$ cat src/rtl/csi2rx_four_lane_lml.sv
// ---------------------------------------------------------------------------
// csi2rx_four_lane_lml
// Four-lane receive lane-merging layer for the CSI-2 receiver, running on the
// D-PHY RX byte clock. It sits between the PPI receive interface and the RX
// packet/CRC layer. It captures the 32-bit packet header from the first
// full-width beat. It then packs payload and CRC bytes, two 32-bit beats per
// word, into 64-bit words for the RX byte FIFO. It also flags end of packet
// and framing or overflow errors.
//
// Optional build macro: CSI2RX_ECC_CHECK_EN
//    When defined, the 6-bit CSI-2 header ECC is checked and ecc_err is
//    raised on a mismatch. When undefined, ecc_err is tied low.
//
// Ports:
//    rxbyteclkhs      RX byte clock
//    rxbyteclkhs_rst  synchronous active-high reset
//    four_lane_en     block enabled in 4-lane mode (sampled in IDLE only)
//    rxactivehs[3:0]  per-lane HS receive active (lane 0 governs framing)
//    rxsynchs[3:0]    per-lane sync-detected pulse (lane 0 used)
//    rxvalidhs[3:0]   per-lane byte valid
//    rxdatahs[31:0]   lane n byte on [8n+7:8n]
//    fifo_full        RX byte FIFO full
//    fifo_wr_en       registered FIFO write strobe
//    fifo_wr_data     packed bytes, first beat in [31:0]
//    fifo_wr_be       byte enables for fifo_wr_data
//    header_valid     one-cycle pulse, header_data valid
//    header_data      {ECC, WC[15:8], WC[7:0], DI}
//    short_packet     level, captured DI[5:0] < 6'h10
//    eop              one-cycle end-of-packet pulse
//    ecc_err          header ECC mismatch
//    rx_err           sticky framing/overflow error, cleared on entry to IDLE
// ---------------------------------------------------------------------------
module csi2rx_four_lane_lml #(
   parameter int WC_WIDTH = 17,
   parameter int FIFO_DW  = 64
) (
   input  logic                 rxbyteclkhs,
   input  logic                 rxbyteclkhs_rst,
   input  logic                 four_lane_en,
   input  logic [3:0]           rxactivehs,
   input  logic [3:0]           rxsynchs,
   input  logic [3:0]           rxvalidhs,
   input  logic [31:0]          rxdatahs,
   input  logic                 fifo_full,
   output logic                 fifo_wr_en,
   output logic [FIFO_DW-1:0]   fifo_wr_data,
   output logic [FIFO_DW/8-1:0] fifo_wr_be,
   output logic                 header_valid,
   output logic [31:0]          header_data,
   output logic                 short_packet,
   output logic                 eop,
   output logic                 ecc_err,
   output logic                 rx_err
);

   typedef enum logic [2:0] {IDLE, SYNC, HDR, PAYLOAD, FLUSH, WAIT_INACT} state_t;

   state_t                state_q, state_d;
   logic [WC_WIDTH-1:0]   remaining_q, remaining_d;
   logic                  toggle_q, toggle_d;
   logic [31:0]           packLow_q, packLow_d;
   logic [3:0]            packBe_q, packBe_d;
   logic [31:0]           headerData_q, headerData_d;
   logic                  headerValid_q, headerValid_d;
   logic                  shortPkt_q, shortPkt_d;
   logic                  eop_q, eop_d;
   logic                  rxErr_q, rxErr_d;
   logic                  wrEn_q, wrEn_d;
   logic [FIFO_DW-1:0]    wrData_q, wrData_d;
   logic [FIFO_DW/8-1:0]  wrBe_q, wrBe_d;

   logic                  writeReq;
   logic [FIFO_DW-1:0]    writeData;
   logic [FIFO_DW/8-1:0]  writeBe;
   logic                  clearOnIdle;
   logic [WC_WIDTH-1:0]   beatCnt;
   logic                  legalBeat;

   // Only lane 0 carries framing information; the other lanes' active and
   // sync flags are intentionally not looked at.
   logic unusedLaneFlags;
   assign unusedLaneFlags = ^{rxactivehs[3:1], rxsynchs[3:1]};

`ifdef CSI2RX_ECC_CHECK_EN
   logic eccErr_q, eccErr_d;

   // Each parity bit of the CSI-2 header ECC is the XOR of a fixed subset of
   // the 24 header data bits; the masks encode those subsets.
   function automatic logic [5:0] calcEcc(input logic [23:0] d);
      logic [5:0] p;
      p[0] = ^(d & 24'hF12CB7);
      p[1] = ^(d & 24'hF2555B);
      p[2] = ^(d & 24'h749A6D);
      p[3] = ^(d & 24'hB8E38E);
      p[4] = ^(d & 24'hDF03F0);
      p[5] = ^(d & 24'hEFFC00);
      return p;
   endfunction

   assign ecc_err = eccErr_q;
`else
   assign ecc_err = 1'b0;
`endif

   // Only contiguous low-lane patterns are legal, so the byte count of a beat
   // can be read straight off the pattern.
   always_comb begin
      beatCnt   = '0;
      legalBeat = 1'b1;
      case (rxvalidhs)
         4'b1111: beatCnt = WC_WIDTH'(4);
         4'b0111: beatCnt = WC_WIDTH'(3);
         4'b0011: beatCnt = WC_WIDTH'(2);
         4'b0001: beatCnt = WC_WIDTH'(1);
         default: legalBeat = 1'b0;
      endcase
   end

   // Next-state and datapath decisions. Every FIFO write request funnels
   // through writeReq, so the full check and the registered strobe are
   // handled in one place at the bottom.
   always_comb begin
      state_d       = state_q;
      remaining_d   = remaining_q;
      toggle_d      = toggle_q;
      packLow_d     = packLow_q;
      packBe_d      = packBe_q;
      headerData_d  = headerData_q;
      headerValid_d = 1'b0;
      shortPkt_d    = shortPkt_q;
      eop_d         = 1'b0;
      rxErr_d       = rxErr_q;
      wrEn_d        = 1'b0;
      wrData_d      = wrData_q;
      wrBe_d        = wrBe_q;
      writeReq      = 1'b0;
      writeData     = '0;
      writeBe       = '0;
      clearOnIdle   = 1'b0;
`ifdef CSI2RX_ECC_CHECK_EN
      eccErr_d      = eccErr_q;
`endif

      case (state_q)
         IDLE: begin
            if (four_lane_en && rxactivehs[0]) state_d = SYNC;
         end
         SYNC: begin
            if (!rxactivehs[0]) begin
               state_d     = IDLE;
               clearOnIdle = 1'b1;
            end else if (rxsynchs[0]) begin
               state_d = HDR;
            end
         end
         HDR: begin
            if (!rxactivehs[0]) begin
               rxErr_d = 1'b1;
               state_d = WAIT_INACT;
            end else if (rxvalidhs == 4'b1111) begin
               headerData_d  = rxdatahs;
               headerValid_d = 1'b1;
               shortPkt_d    = (rxdatahs[5:0] < 6'h10);
`ifdef CSI2RX_ECC_CHECK_EN
               eccErr_d = (calcEcc(rxdatahs[23:0]) != rxdatahs[29:24]) ||
                          (rxdatahs[31:30] != 2'b00);
`endif
               if (rxdatahs[5:0] < 6'h10) begin
                  eop_d   = 1'b1;
                  state_d = WAIT_INACT;
               end else begin
                  // The word count is followed by two CRC bytes.
                  remaining_d = WC_WIDTH'(rxdatahs[23:8]) + WC_WIDTH'(2);
                  state_d     = PAYLOAD;
               end
            end else if (rxvalidhs != 4'b0000) begin
               rxErr_d = 1'b1;
               state_d = WAIT_INACT;
            end
         end
         PAYLOAD: begin
            if (!rxactivehs[0]) begin
               state_d = FLUSH;
            end else if (rxvalidhs != 4'b0000) begin
               if (!legalBeat) begin
                  rxErr_d = 1'b1;
                  state_d = WAIT_INACT;
               end else begin
                  if (toggle_q) begin
                     writeReq  = 1'b1;
                     writeData = {rxdatahs, packLow_q};
                     writeBe   = {rxvalidhs, packBe_q};
                  end else begin
                     packLow_d = rxdatahs;
                     packBe_d  = rxvalidhs;
                  end
                  toggle_d = ~toggle_q;
                  if (remaining_q <= WC_WIDTH'(4)) begin
                     // Last beat: push out whatever is packed, even a lone
                     // low half, and finish the packet.
                     if (beatCnt != remaining_q) rxErr_d = 1'b1;
                     if (!toggle_q) begin
                        writeReq  = 1'b1;
                        writeData = {32'h0, rxdatahs};
                        writeBe   = {4'h0, rxvalidhs};
                     end
                     remaining_d = (beatCnt > remaining_q) ? '0 : remaining_q - beatCnt;
                     toggle_d    = 1'b0;
                     eop_d       = 1'b1;
                     state_d     = WAIT_INACT;
                  end else begin
                     remaining_d = remaining_q - beatCnt;
                  end
               end
            end
         end
         FLUSH: begin
            // Lane 0 dropped mid-packet: salvage any held low half.
            writeReq  = toggle_q;
            writeData = {32'h0, packLow_q};
            writeBe   = {4'h0, packBe_q};
            toggle_d  = 1'b0;
            eop_d     = 1'b1;
            rxErr_d   = 1'b1;
            state_d   = WAIT_INACT;
         end
         WAIT_INACT: begin
            if (!rxactivehs[0]) begin
               state_d     = IDLE;
               clearOnIdle = 1'b1;
            end
         end
         default: state_d = IDLE;
      endcase

      // A write that meets a full FIFO is dropped and reported, and
      // reception carries on.
      if (writeReq) begin
         if (fifo_full) begin
            rxErr_d = 1'b1;
         end else begin
            wrEn_d   = 1'b1;
            wrData_d = writeData;
            wrBe_d   = writeBe;
         end
      end

      if (clearOnIdle) begin
         rxErr_d     = 1'b0;
         shortPkt_d  = 1'b0;
         toggle_d    = 1'b0;
         remaining_d = '0;
         packLow_d   = '0;
         packBe_d    = '0;
`ifdef CSI2RX_ECC_CHECK_EN
         eccErr_d    = 1'b0;
`endif
      end
   end

   // State and output registers; reset clears everything, including a
   // packet in flight.
   always_ff @(posedge rxbyteclkhs) begin
      if (rxbyteclkhs_rst) begin
         state_q       <= IDLE;
         remaining_q   <= '0;
         toggle_q      <= 1'b0;
         packLow_q     <= '0;
         packBe_q      <= '0;
         headerData_q  <= '0;
         headerValid_q <= 1'b0;
         shortPkt_q    <= 1'b0;
         eop_q         <= 1'b0;
         rxErr_q       <= 1'b0;
         wrEn_q        <= 1'b0;
         wrData_q      <= '0;
         wrBe_q        <= '0;
`ifdef CSI2RX_ECC_CHECK_EN
         eccErr_q      <= 1'b0;
`endif
      end else begin
         state_q       <= state_d;
         remaining_q   <= remaining_d;
         toggle_q      <= toggle_d;
         packLow_q     <= packLow_d;
         packBe_q      <= packBe_d;
         headerData_q  <= headerData_d;
         headerValid_q <= headerValid_d;
         shortPkt_q    <= shortPkt_d;
         eop_q         <= eop_d;
         rxErr_q       <= rxErr_d;
         wrEn_q        <= wrEn_d;
         wrData_q      <= wrData_d;
         wrBe_q        <= wrBe_d;
`ifdef CSI2RX_ECC_CHECK_EN
         eccErr_q      <= eccErr_d;
`endif
      end
   end

   assign fifo_wr_en   = wrEn_q;
   assign fifo_wr_data = wrData_q;
   assign fifo_wr_be   = wrBe_q;
   assign header_valid = headerValid_q;
   assign header_data  = headerData_q;
   assign short_packet = shortPkt_q;
   assign eop          = eop_q;
   assign rx_err       = rxErr_q;

endmodule

$ cat config.mk
export PLATFORM = sky130hd
export DESIGN_NAME = csi2rx_four_lane_lml
export DESIGN_NICKNAME = d
export VERILOG_FILES = /design/src/rtl/csi2rx_four_lane_lml.sv
export SDC_FILE = /design/constraint.sdc
export NUM_CORES = 1
export LEC_CHECK = 0
export CAP_MARGIN = 20
export CORE_MARGIN = 2
export CORE_UTILIZATION = 30
export CTS_BUF_LIST = sky130_fd_sc_hd__clkbuf_8
export DETAILED_ROUTE_END_ITERATION = 10
export GPL_TIMING_DRIVEN = 0
export MAX_ROUTING_LAYER = met4
export SLEW_MARGIN = 25
export SYNTH_ARGS = -nofsm -noshare
export SYNTH_HDL_FRONTEND = slang
export SYNTH_SLANG_ARGS = --single-unit
$ cat constraint.sdc
create_clock -name rxbyteclkhs -period 2.9 [get_ports rxbyteclkhs]
set_input_delay 0.58 -clock rxbyteclkhs [delete_from_list [all_inputs] [get_ports rxbyteclkhs]]
set_output_delay 0.58 -clock rxbyteclkhs [all_outputs]
set_load 0.005 [all_outputs]
==> results of run 1 <==
where the power goes:
group / internal, uW / switching [uW]
Clock: 881 / 912
Sequential: 2320 / 38.9
Combinational: 297 / 590
Total: 3500 / 1540
state kept, by name, summed over array words and instances, names as in the netlist:
name / cells
packLow_q: 32
header_valid: 1
header_data: 32
remaining_q: 17
fifo_wr_en: 1
rx_err: 1
fifo_wr_data: 64
eop: 1
packBe_q: 4
fifo_wr_be: 8
toggle_q: 1
state_q: 3
short_packet: 1
routing by layer:
metal | up-vias | global-route usage | share of wire
li1 | 3577 | - | -
met1 | 3592 | 0.263 | 0.45
met2 | 280 | 0.307 | 0.47
met3 | 34 | 0.0418 | 0.066
met4 | 0 | 0.0660 | 0.021
met5 | - | - | 0
stage by stage:
step | std cells | util | hold WS [ns] | total power, uW | instance area (um^2)
floorplan | 886 | - | 0.437 | 2940 | 7550
global route | 1392 | 0.396 | 0.439 | 5240 | 9880
global placement | 1358 | 0.376 | 0.442 | 3250 | 9390
CTS | 1390 | 0.395 | 0.420 | 5050 | 9860
finish | 1392 | 0.396 | 0.431 | 5040 | 9880
detailed placement | 1358 | 0.376 | 0.446 | 3250 | 9390
worst max-delay path, delay by kind of cell:
kind                     cells  cell delay, ns
adder cells (fa/ha/maj)      2            0.63
AO/OA/AOI/OAI                4            0.84
AND/OR/NAND/NOR              4            0.74
buffers and inverters        3            0.36
synthesized netlist by cell type (6+ instances only):
library cell / number / area share
sky130_fd_sc_hd__a21oi_1: 121 / 0.080
sky130_fd_sc_hd__a22oi_1: 36 / 0.036
sky130_fd_sc_hd__a31o_1: 35 / 0.041
sky130_fd_sc_hd__a31oi_1: 6 / 0.0050
sky130_fd_sc_hd__buf_2: 32 / 0.021
sky130_fd_sc_hd__buf_6: 8 / 0.012
sky130_fd_sc_hd__clkbuf_1: 41 / 0.020
sky130_fd_sc_hd__dfxtp_1: 166 / 0.44
sky130_fd_sc_hd__inv_1: 10 / 0.0050
sky130_fd_sc_hd__nand2_1: 165 / 0.082
sky130_fd_sc_hd__nand3_1: 8 / 0.0053
sky130_fd_sc_hd__nor2_1: 28 / 0.014
sky130_fd_sc_hd__nor3_1: 13 / 0.0086
sky130_fd_sc_hd__nor4_1: 9 / 0.0075
sky130_fd_sc_hd__nor4b_1: 35 / 0.041
sky130_fd_sc_hd__o21ai_0: 14 / 0.0093
sky130_fd_sc_hd__o22ai_1: 7 / 0.0058
sky130_fd_sc_hd__o31ai_1: 38 / 0.038
sky130_fd_sc_hd__or3_1: 7 / 0.0058
how the worst min path moves through the flow:
stage	startpoint	end	slack [ns]	cells after the start
after CTS	rxdatahs[14]	packLow_q[14]	0.42	3
after global placement	packLow_q[4]	packLow_q[4]	0.44	2
after floorplan	packBe_q[1]	packBe_q[1]	0.44	2
final	rxvalidhs[1]	packBe_q[1]	0.43	3
after detailed placement	header_data[25]	header_data[25]	0.45	2
after global routing	rxdatahs[14]	header_data[14]	0.44	3
repair_timing:
action                     in CTS  in global routing
setup endpoints to repair      15                  5
resized for setup              13                  9
cloned                          0                  0
buffers inserted                1                  2
hold buffers                    0                  0
hold endpoints to repair        0                  0
pin swaps                       2                  2
cells by family (layout without fill, tap and decap cells):
kind of cell,Yosys count,in the layout
AO/OA/AOI/OAI,311,311
multiplexers,2,2
other,1,1
buffers and inverters,94,270
adder cells (fa/ha/maj),5,5
flip-flops,166,166
XOR/XNOR,8,8
AND/OR/NAND/NOR,299,299
layout make-up:
| type | count | area [um^2] |
|---|---|---|
| fill | 2583 | 15100 |
| multi-input combinational | 626 | 3830 |
| sequential | 166 | 3320 |
| timing repair buffer | 145 | 1440 |
| buffer | 84 | 427 |
| tap | 330 | 413 |
| clock buffer | 18 | 248 |
| clock inverter | 13 | 171 |
| inverter | 10 | 37.5 |
==> results.txt, run 1 <==
I/O pins: 158
Worst rel slew slack: 0.428
Most frequent cells in the layout: 166 x sky130_fd_sc_hd__dfxtp_1, 165 x sky130_fd_sc_hd__nand2_1, 139 x sky130_fd_sc_hd__clkdlybuf4s50_1
CTS buffer count: 17
Post-route ant nets: 0
Post-Syn Area per Cell: 8.53 um^2
Effective utilization at floorplan: 0.303
Placed wire-length estimate after detailed placement: 19100 um
WP data arrival: 3.17 ns
Synthesized cell area: 0.00755 mm^2
Kind of path behind the tightest hold check: in2reg
Number of distinct library cells after synthesis: 73
Async set-reset flop share out of synthesis: 0
Area enclosed by the die boundary: 0.0265 mm^2
Number of antenna repair diodes: 0
Max-cap violations: 0
Tot GR Track Use: 0.200
Leading cell type in the layout, fill and taps excluded: sky130_fd_sc_hd__dfxtp_1
Cell Pwr Density: 510 mW/mm^2
Vertical die dimension: 163 um
Unrepaired setup endpoints after global routing: no
Antenna violations before repair: 1
Post-placement worst setup slack: -1.19 ns
Portion of the post-synthesis area used by sequential elements: 0.440
GP Congestion: 0.897
Crit Reg-Reg Startpoint: remaining_q[1]
Starting DRC count in detailed routing: 653
Outcome: completed
Warnings from Yosys: 0
Worst skew pair latency: 0.48 ns
Fraction of final layout cells with drive strength greater than 1: 0.0960
Gate Count Post-Synth: 886
Final setup slack of the worst path: 0.102 ns
Required arrival time at the worst endpoint: 3.27 ns
Total vias in the final route: 7483
Static Leakage: 0.00335 uW
Max Transition Viols Final: 0
Setup-violating endpoint count in the final report: 0
Die Width: 163 um
Grt total ovfl: 0
CTS tree: yes
Standard cell core area: 0.0250 mm^2
Period minus WS final: 2.80 ns
Worst-path clk slew: 0.11 ns
IR Drop Worst-Case VDD: 0.211 mV
Largest family of logic cells by synthesized area: compound AO/OA/AOI/OAI gates
WL final: 26300 um
FF-to-FF setup slack: 0.34 ns
Setup skew after layout: 0.0273 ns
Post-route setup TNS: 0 ns
Final routed DRC violation total: 0
Buffers added on ports: 142
Cell at the root of the clock tree: sky130_fd_sc_hd__clkbuf_8
Chain of cells forming the critical path: clkbuf_4 -> and2_1 -> buf_4 -> nor2_1 -> nor3b_2 -> ha_2 -> inv_1 -> fa_1 -> a21o_4 -> or3_1 -> o311ai_0 -> o22a_1 -> o21ai_0
Synth Area in Adders: 0.00928
Sink Count: 166
Layout overhead on the synthesized area: 30.9%
Final Hold Fails: 0
Fraction of the cycle the final worst path needs: 0.965
Maximum fanout encountered on the critical timing path: 8
Endpoint of the worst register-to-register path: fifo_wr_be[4]
First-pass GRT wire length: 39700 um
Slowest stage cell, crit path: sky130_fd_sc_hd__fa_1
Net count after synthesis: 939
Count of flip-flops with a built-in enable after synthesis: 0
Share of the synthesized area in compound gates (AO/OA/AOI/OAI): 0.279
Flip-flop and latch count after synthesis: 166
Setup crit end kind: register
Worst reg2reg path depth: 7
Average detailed-routed wire length per instance: 18.9 um
Simple-gate portion of the synthesized area: 0.198
Worst setup endpoint: remaining_q[16]
Launching element of the worst setup path: rxvalidhs[2]
Top_reg_cell synth: sky130_fd_sc_hd__dfxtp_1
Maximum number of pins on one net before global-route repair: 17
Site row count: 58
Ratio of routed vias to standard cells: 5.38
Number of detailed-routing iterations run before antenna repair: 5
Via count of the first global-routing pass: 6927
Largest incremental delay on the critical path: 0.41 ns
H-tree Lvls: 4
CP Class: in2reg
Share of synthesized area spent on multiplexers: 0.00265
Measured slew at the worst slew-check pin: 0.852 ns
Net count, final: 1103
Type of origin of the critical path: primary input
Maximum clock frequency: 0.357 GHz
CTS max path bufs: 2
Post-synthesis share of cell area spent on xor and xnor gates: 0.00928
Power figures use the tool's default switching activity.
==> run 2: changes to the inputs <==
Settings changed: CORE_UTILIZATION 30 to 45, PLACE_DENSITY from default to 0.75.
==> run 2 against run 1 <==
  * Sequential cell count did not move
  * Sequential power barely moved
  * Fmax rose by 3.2%
  * Core utilization rose by 19 points
  * Largest power group unchanged
==> results.txt, run 2 (synthesis results as in run 1) <==
Number of flip-flops under the largest register name: 64 (unchanged)
Starting DRC count in detailed routing: 770 (was 653)
Antenna violations before repair: 0 (was 1)
Instance area after placement: 0.00925 mm^2 (was 0.00939 mm^2)
Share of the core filled with cells: 0.585 (was 0.396)
Via count of the first global-routing pass: 6826 (was 6927)
Die Width: 134 um (was 163 um)
Final Hold Fails: 0 (unchanged)
Required arrival time at the worst endpoint: 3.29 ns (was 3.27 ns)
Worst min-delay path endpoint: packLow_q[14] (was packBe_q[1])
WL final: 23700 um (was 26300 um)
Measured slew at the worst slew-check pin: 0.841 ns (was 0.852 ns)
Setup-violating endpoint count in the final report: 0 (unchanged)
Worst skew pair latency: 0.47 ns (was 0.48 ns)
Effective utilization at floorplan: 0.457 (was 0.303)
Grt total ovfl: 0 (unchanged)
Chain of cells forming the critical path: buf_2 -> and2_1 -> buf_4 -> nor2_1 -> nor3b_1 -> ha_1 -> inv_1 -> fa_1 -> a21o_2 -> or4_1 -> o32a_1 -> o22ai_1 (was clkbuf_4 -> and2_1 -> buf_4 -> nor2_1 -> nor3b_2 -> ha_2 -> inv_1 -> fa_1 -> a21o_4 -> or3_1 -> o311ai_0 -> o22a_1 -> o21ai_0)
IR Drop Worst-Case VDD: 0.365 mV (was 0.211 mV)
Total vias in the final route: 7449 (was 7483)
Max Transition Viols Final: 0 (unchanged)
Average detailed-routed wire length per instance: 18.5 um (was 18.9 um)
Number of detailed-routing iterations run before antenna repair: 6 (was 5)
GP Congestion: 0.977 (was 0.897)
Period minus WS final: 2.71 ns (was 2.80 ns)
H-tree Lvls: 4 (unchanged)
Setup skew after layout: 0.0113 ns (was 0.0273 ns)
CP Class: in2reg (unchanged)
Maximum number of pins on one net before global-route repair: 17 (unchanged)
Setup crit end kind: register (unchanged)
Tot GR Track Use: 0.273 (was 0.200)
Vertical die dimension: 134 um (was 163 um)
Sink Count: 166 (unchanged)
Crit Reg-Reg Startpoint: remaining_q[11] (was remaining_q[1])
Most frequent cells in the layout: 166 x sky130_fd_sc_hd__dfxtp_1, 165 x sky130_fd_sc_hd__nand2_1, 139 x sky130_fd_sc_hd__clkdlybuf4s50_1 (unchanged)
Maximum clock frequency: 0.369 GHz (was 0.357 GHz)
Buf+Inv Stages, Crit Path: 3 (unchanged)
Number of antenna repair diodes: 0 (unchanged)
Leading cell type in the layout, fill and taps excluded: sky130_fd_sc_hd__dfxtp_1 (unchanged)
Final routed DRC violation total: 0 (unchanged)
I/O pins: 158 (unchanged)
Cell at the root of the clock tree: sky130_fd_sc_hd__clkbuf_8 (unchanged)
CTS buffer count: 17 (unchanged)
Buffers added on ports: 142 (unchanged)
Type of origin of the critical path: primary input (unchanged)
Slowest stage cell, crit path: sky130_fd_sc_hd__or4_1 (was sky130_fd_sc_hd__fa_1)
Layout overhead on the synthesized area: 28.0% (was 30.9%)
First-pass GRT wire length: 37200 um (was 39700 um)
CTS max path bufs: 2 (unchanged)
Largest incremental delay on the critical path: 0.44 ns (was 0.41 ns)
Kind of path behind the tightest hold check: in2reg (unchanged)
Outcome: completed (unchanged)
Instance count along the most critical hold path: 3 (unchanged)
Area enclosed by the die boundary: 0.0178 mm^2 (was 0.0265 mm^2)
Site row count: 47 (was 58)
Worst reg2reg path depth: 7 (unchanged)
Number of filler cells placed in the layout: 1457 (was 2583)
WP data arrival: 3.10 ns (was 3.17 ns)
Net count, final: 1101 (was 1103)
Fraction of final layout cells with drive strength greater than 1: 0.0907 (was 0.0960)
Endpoint of the worst register-to-register path: fifo_wr_data[57] (was fifo_wr_be[4])
Placed wire-length estimate after detailed placement: 17300 um (was 19100 um)
FF-to-FF setup slack: 0.49 ns (was 0.34 ns)
Worst rel slew slack: 0.435 (was 0.428)
Post-Layout Inst Area: 0.00967 mm^2 (was 0.00988 mm^2)
CTS tree: yes (unchanged)
Max-cap violations: 0 (unchanged)
Unrepaired setup endpoints after global routing: no (unchanged)
Post-route ant nets: 0 (unchanged)
Cell Pwr Density: 500 mW/mm^2 (was 510 mW/mm^2)
Maximum fanout encountered on the critical timing path: 8 (unchanged)
Worst-path clk slew: 0.09 ns (was 0.11 ns)
Standard cell core area: 0.0165 mm^2 (was 0.0250 mm^2)
Ratio of routed vias to standard cells: 5.82 (was 5.38)
Static Leakage: 0.00334 uW (was 0.00335 uW)
Kind of cell adding the most delay to the critical path: simple AND/OR/NAND/NOR gates (was compound AO/OA/AOI/OAI gates)
Post-route setup TNS: 0 ns (unchanged)
Fraction of the cycle the final worst path needs: 0.935 (was 0.965)
Worst Hold Launch: rxdatahs[14] (was rxvalidhs[1])
## run 2: cell types whose count changed in the layout (fill, tap and decap cells not counted), sizes merged
| cell | change |
|---|---|
| clkinv | +1 |
| bufinv | -2 |
| inv | -2 |
| buf | -1 |
| clkinvlp | -2 |
| clkbuf | +3 |
## run 2: routing by layer
layer  share of wire  global-route usage  vias to the layer above
met5               0                   -                        -
met4           0.019              0.0881                        0
met3           0.084              0.0495                       33
met2            0.47               0.422                      318
met1            0.43               0.364                     3520
li1                -                   -                     3578
## run 2: layout make-up
| class | instances | area [um^2] | share of cell area |
|---|---|---|---|
| clock buffers | 22 | 303 | 0.0313 |
| inverters | 10 | 37.5 | 0.00388 |
| flip-flops and latches | 166 | 3320 | 0.344 |
| clock inverters | 8 | 75.1 | 0.00777 |
| repair buffers | 143 | 1420 | 0.147 |
| well taps | 220 | 275 | 0.0285 |
| multi-input cells | 626 | 3800 | 0.394 |
| plain buffers | 84 | 427 | 0.0441 |
## run 2: per-stage QoR
stage / total power (uW) / instances / setup WS, ns / hold slack [ns]
after global routing: 5030 / 1279 / 0.0627 / 0.434
after CTS: 4830 / 1279 / 0.0474 / 0.417
final: 4840 / 1279 / 0.188 / 0.430
after floorplan: 2940 / 886 / 0.143 / 0.437
after detailed placement: 3230 / 1248 / -0.930 / 0.445
after global placement: 3230 / 1248 / -0.909 / 0.442
## run 2: power by group
group | leakage [uW] | switching, uW | internal, uW | total, uW
clock network | 0.000202 | 841 | 780 | 1620
logic | 0.00180 | 565 | 288 | 853
registers | 0.00134 | 40.7 | 2320 | 2360
total | 0.00334 | 1450 | 3390 | 4840
## run 2: repair_timing
item,in CTS,in global routing
pin swaps,1,1
hold buffers,0,0
setup endpoints to repair,15,12
buffers inserted,1,0
gates resized for setup,11,8
## run 2: tightest hold or removal path: cells and delay by family
| family | cells | cell delay [ns] |
|---|---|---|
| AND/OR/NAND/NOR | 1 | 0.07 |
| buffers and inverters | 1 | 0.15 |
| AO/OA/AOI/OAI | 1 | 0.05 |
## run 2: worst max-delay path by stage
stage                 start               to  slack [ns]  cells past startpoint
3_3_place_gp   rxvalidhs[2]  remaining_q[12]       -0.91                     13
5_1_grt        rxvalidhs[2]  remaining_q[10]        0.06                     13
3_5_place_dp   rxvalidhs[2]   remaining_q[7]       -0.93                      8
6_report       rxvalidhs[2]   remaining_q[6]        0.19                     12
4_1_cts        rxvalidhs[3]  remaining_q[16]        0.05                     10
2_1_floorplan  rxvalidhs[2]  remaining_q[16]        0.14                     12
